===== src/rtl/prienc_capture.sv =====
// Push-button front end: synchronises and debounces N raw lines, then captures
// the priority-selected index of each new press into a valid/ack handshaked register.
module prienc_capture #(
  parameter int N         = 16,
  parameter int MSB_FIRST = 1,
  parameter int DEBOUNCE  = 2
) (
  input  logic                 hz100,
  input  logic                 reset,
  input  logic [N-1:0]         in,
  input  logic                 ack,
  output logic [$clog2(N)-1:0] code,
  output logic                 valid,
  output logic                 strobe,
  output logic                 any,
  output logic                 overrun
);
  localparam int W = $clog2(N);

  logic [N-1:0] s1;
  logic [N-1:0] s2;
  logic [N-1:0] stable;
  logic [N-1:0] prev;
  logic [N-1:0] rise;
  logic [W-1:0] sel;

  always_ff @(posedge hz100 or negedge reset) begin
    if (!reset) begin
      s1 <= '0;
      s2 <= '0;
    end else begin
      s1 <= in;
      s2 <= s1;
    end
  end

  generate
    if (DEBOUNCE == 0) begin : g_bypass
      assign stable = s2;
    end else begin : g_debounce
      localparam int CW = $clog2(DEBOUNCE + 1);
      for (genvar gi = 0; gi < N; gi++) begin : g_bit
        logic [CW-1:0] cnt;
        logic          level;
        // Any sample that agrees with the accepted level restarts the count.
        always_ff @(posedge hz100 or negedge reset) begin
          if (!reset) begin
            cnt   <= '0;
            level <= 1'b0;
          end else if (s2[gi] != level) begin
            if (cnt == CW'(DEBOUNCE - 1)) begin
              level <= s2[gi];
              cnt   <= '0;
            end else begin
              cnt <= cnt + CW'(1);
            end
          end else begin
            cnt <= '0;
          end
        end
        assign stable[gi] = level;
      end
    end
  endgenerate

  assign rise = stable & ~prev;
  assign any  = |stable;

  // Scan direction makes the last hit the winner for either priority order.
  always_comb begin
    sel = '0;
    for (int i = 0; i < N; i++) begin
      if (MSB_FIRST != 0) begin
        if (rise[i]) sel = W'(i);
      end else if (rise[N-1-i]) begin
        sel = W'(N - 1 - i);
      end
    end
  end

  always_ff @(posedge hz100 or negedge reset) begin
    if (!reset) begin
      prev    <= '0;
      code    <= '0;
      valid   <= 1'b0;
      strobe  <= 1'b0;
      overrun <= 1'b0;
    end else begin
      prev   <= stable;
      strobe <= 1'b0;
      if (|rise) begin
        code   <= sel;
        valid  <= 1'b1;
        strobe <= 1'b1;
        if (valid) overrun <= !ack;
      end else if (valid && ack) begin
        valid   <= 1'b0;
        overrun <= 1'b0;
      end
    end
  end
endmodule


===== config.mk =====
export PLATFORM = sky130hd
export DESIGN_NAME = prienc_capture
export DESIGN_NICKNAME = d
export VERILOG_FILES = /design/src/rtl/prienc_capture.sv
export SDC_FILE = /design/constraint.sdc
export NUM_CORES = 1
export LEC_CHECK = 0
export CAP_MARGIN = 20
export CORE_ASPECT_RATIO = 0.75
export CORE_MARGIN = 1
export CORE_UTILIZATION = 61
export CTS_CLUSTER_DIAMETER = 40
export DETAILED_ROUTE_END_ITERATION = 7
export MAX_ROUTING_LAYER = met4
export PLACE_DENSITY = 0.83
export SYNTH_ARGS = -nofsm -noshare
export SYNTH_HDL_FRONTEND = slang
export SYNTH_SLANG_ARGS = --single-unit

===== constraint.sdc =====
create_clock -name hz100 -period 3.84 [get_ports hz100]
set_clock_uncertainty 0.15 [all_clocks]
set_input_delay 0.384 -clock hz100 [delete_from_list [all_inputs] [get_ports hz100]]
set_output_delay 0.384 -clock hz100 [all_outputs]
set_load 0.1 [all_outputs]

---- After elaboration in Yosys (flattened, before gate mapping) ----
Cells that the tools add are included.
operators by class
  eq/ne operators ......................... 33
  $add $sub $neg .......................... 16
  reduce and logical (&&, ||, !) cells .... 22
  bitwise logic cells ..................... 2
  mux-type cells .......................... 52
operator list
  kind                   count
  $mux W2                32
  $mux W4                14
  $reduce_and A2 Y1      17
  $add A2 B1 Y2 const B  16
  $eq A2 B1 Y1 const B   16
  $reduce_or A16 Y1      2
  $and A16 B16 Y16       1
  $ne A1 B1 Y1           16
  $not A16 Y16           1
  $mux W1                6
  $ne A2 B2 Y1 const B   1
  $reduce_bool A2 Y1     1
  $logic_and A1 B1 Y1    1
  $logic_not A1 Y1       1
storage, ports and cells
  input bits .............................. 19
  output and inout bits ................... 8
  word-level logic and storage cells ...... 164
  flip-flop bits (word level) ............. 103

---- Depth between registers and ports, before layout ----
  depth in word-level cells ............... 17
  gate-level depth with buffers ........... 5
  gate-level depth less buffers ........... 5

---- Worst setup path after synthesis ----
Ideal clock, no wire load.
  path kind ............................... register to output
  start ................................... reg g_debounce.g_bit[0].level
  end ..................................... out any
  data required time ...................... 3.306 ns
  setup slack ............................. 1.672 ns
  buffers on the path ..................... 0
  arrival ................................. 1.634 ns
  stages on the path, launching flop included .. 3
  path through ............................ dfrtp_1 > nor4_1 > nand4_1
on the way
  word-level cells in the longest chain between the ends .. 1
RTL lines
  element                   RTL line  source
  start: declaration        44        logic level;
  start signal: assignment  52        level <= s2[gi];
  $reduce_or A16 Y1         67        assign any = |stable;
  end: declaration          15        output logic any,
No other way between the ends.

---- Worst setup path in the final report ----
  start ................................... reg g_debounce.g_bit[9].level
  end ..................................... out any
on the way
  word-level cells in the longest chain between the ends .. 1
RTL lines
  element                   RTL line
  start: declaration        44
  start signal: assignment  52
  $reduce_or A16 Y1         67
No other way between the ends.

==> impl_metrics.yaml <==
run_status:
  status: "complete, no violations"
drt:
  routedWlPerCell_um: 14.6
  firstDrtPassIters: 4
  viasPerCell: 5.12
  vias: 1853
  drc: 0
  drt-initial-drc-count: 59
  drt-total-wl_um: 5280
  drtAntennaViolNets: 0
layout:
  final_cell_area_um2: 4200
  area_delta_synth_final_pct: 16.9
  antenna_cells: 0
  drive_gt1_share_pct: 15.0
  final_core_util_pct: 76.3
  nets: 301
critical_path:
  cpMaxStageDelayCell: "clkdlybuf4s50_1"
  endpoint_kind: "output pin"
  cp_cell_sequence: "nor4_1 > nand4_1 > clkdlybuf4s50_1"
  worst_setup_path_start_kind: "flip-flop"
  worstPathArrival_ps: 2390
  cp-endpoint: "any"
  cp-startpoint: "g_debounce.g_bit[9].level"
  rr_endpoint: "overrun"
  r2r-start: "g_debounce.g_bit[12].level"
  crit_cells: 3
  cpPeakStageDelay_ps: 1000
  path_buf_inv: 1
  r2r.worst_path.cells: 5
  crit_fanout: 5
  cpLargestDelayFamily: "buffers and inverters"
  reg2reg_slack_ps: 2040
  crit_type: "reg2out"
  cp.required_ps: 3310
clocking:
  cts_made_buffers: 9
  cts_root_buf: "clkbuf_8"
  cts_sinks: 103
  cts_tree: "yes"
  clk_latency_ps: 370
  ctsLongestPathBuffers: 2
  htreeDepth: 3
  path_clk_slew_ps: 100
global_routing:
  grt_pass1_vias: 1878
  track_usage_pct: 20.6
  grt_pass1_wl_um: 8980
  antenna_found_initial: 0
  overflow: 0
  grt_max_degree: 85
yosys:
  syn-cell-area_um2: 3590
  yosys_warnings: 0
  synth_seq_cells: 103
  synthCells: 242
  ys_types: 30
  post_synth.cell_area_avg_um2: 14.8
  synth-seq-area-share_pct: 71.8
  synth.net_count: 261
pwr:
  p_per_area_nw_per_um2: 783
  ir_worst_vdd_v: 0.000369
  fin_total_pwr_mw: 3.28
  power_leakage_nw: 1.86
place:
  portBuffers: 26
  place_hpwl_um: 3410
  gp_congestion: 0.725
  pre_cts_ws_ps: 1270
  dpl_cell_area_um2: 3950
floorplanning:
  core-area_um2: 5500
  fp.dieH_um: 68.4
  dieArea_um2: 6200
  initial_core_util_pct: 65.3
  placementRows: 23
  die_w_um: 90.6
  io_pins: 27
timing:
  final.setup.worst_slack_ps: 916
  fmax_ghz: 0.342
  hold_viol: 0
  min_period_over_period_pct: 76.1
  slew_headroom_pct: 34.9
  finalSetupViolCount: 0
  slew_violations: 0
  worst-slew-pin-transition_ps: 973
  finalCriticalPeriod_ps: 2920
  rsz0062_at_grt: "no"
  fin_tns_setup_ps: 0
run:
  max_cap_viol_count: 0
hold_path:
  hold_path.class: "reg2reg"
[where the power goes]
group          internal (mW)  switching [mW]
sequential              1.37           0.217
clock                  0.316           0.383
combinational          0.460           0.534
[sequential cells by signal (all words and copies together), names as in the netlist]
register,cells
code,4
g_debounce.g_bit.cnt,32
g_debounce.g_bit.level,16
overrun,1
prev,16
s1,16
s2,16
strobe,1
valid,1
[kinds of logic after synthesis]
group	synth area share, %
compound gates	3.52
xor+xnor	3.91
buf+inv	0.314
flops	71.8
mux	5.02
simple gates	15.4
[layout by cell type (no fill, tap or decap), drive strengths merged, types with 2 or more instances in the layout]
cell           count
nand2b             8
and2              16
nand4b             2
nor2              21
nand2              2
clkdlybuf4s50     25
buf                3
and2b              4
xnor2             16
mux2              16
clkbuf             9
nor4               7
a21oi              6
o31ai              2
dfrtp            103
inv                7
nor2b             24
o21ai              2
[cell usage after synthesis (all sizes together)]
library cell	count	area [µm²]
dfrtp	103	2580
nor2b	24	163
nor2	21	78.8
and2	16	100
mux2	16	180
xnor2	16	140
nand2b	8	50.1
nor4	7	73.8
a21oi	6	30.0
and2b	4	30.0
inv	3	11.3
nand2	2	7.51
nand4b	2	23.8
o21ai	2	13.8
o31ai	2	15.0
a2111oi	1	27.5
a21o	1	7.51
a31oi	1	6.26
and3	1	6.26
nand3	1	5.00
nand4	1	6.26
o211ai	1	7.51
o221ai	1	8.76
o32a	1	10.0
or3b	1	8.76
[repair_timing]
action,CTS,global route
hold endpoints to repair,0,27
hold buffers,0,1
buffers inserted,0,0
gates resized for setup,0,0
[final cells by class]
| class | instances | area (µm²) |
|---|---|---|
| Multi-Input combinational cell | 136 | 1000 |
| Tap cell | 75 | 93.8 |
| Inverter | 3 | 11.3 |
| Fill cell | 329 | 1300 |
| Timing Repair Buffer | 29 | 303 |
| Clock buffer | 9 | 124 |
| Sequential cell | 103 | 2580 |
| Clock inverter | 7 | 86.3 |
[how the worst min path moves through the flow]
stage	start	endpoint	slack, ps	depth (start not counted)
detailed placement	s1[1]	s2[1]	190	0
global placement	s1[8]	s2[8]	180	0
finish	s1[3]	s2[3]	200	0
CTS	reset	s1[0]	50	1
floorplan	reset	code[0]	-60	0
global route	s1[3]	s2[3]	210	0
[metrics by stage]
| stage | hold WS, ps | cells |
|---|---|---|
| after CTS | 48.0 | 360 |
| after global placement | 183 | 344 |
| after detailed placement | 186 | 344 |
| after global routing | 210 | 362 |
| after floorplan | -61.6 | 242 |
| final | 198 | 362 |
[per-layer routing]
layer / wire length, µm / part of all wire, % / global-route usage, %
met1: 2510 / 48 / 25.7
met2: 2480 / 47 / 31.7
met3: 221 / 4.2 / 7.22
met4: 65 / 1.2 / 7.86
met5: 0 / 0 / -
No activity file was read; power rests on OpenSTA's default activity.
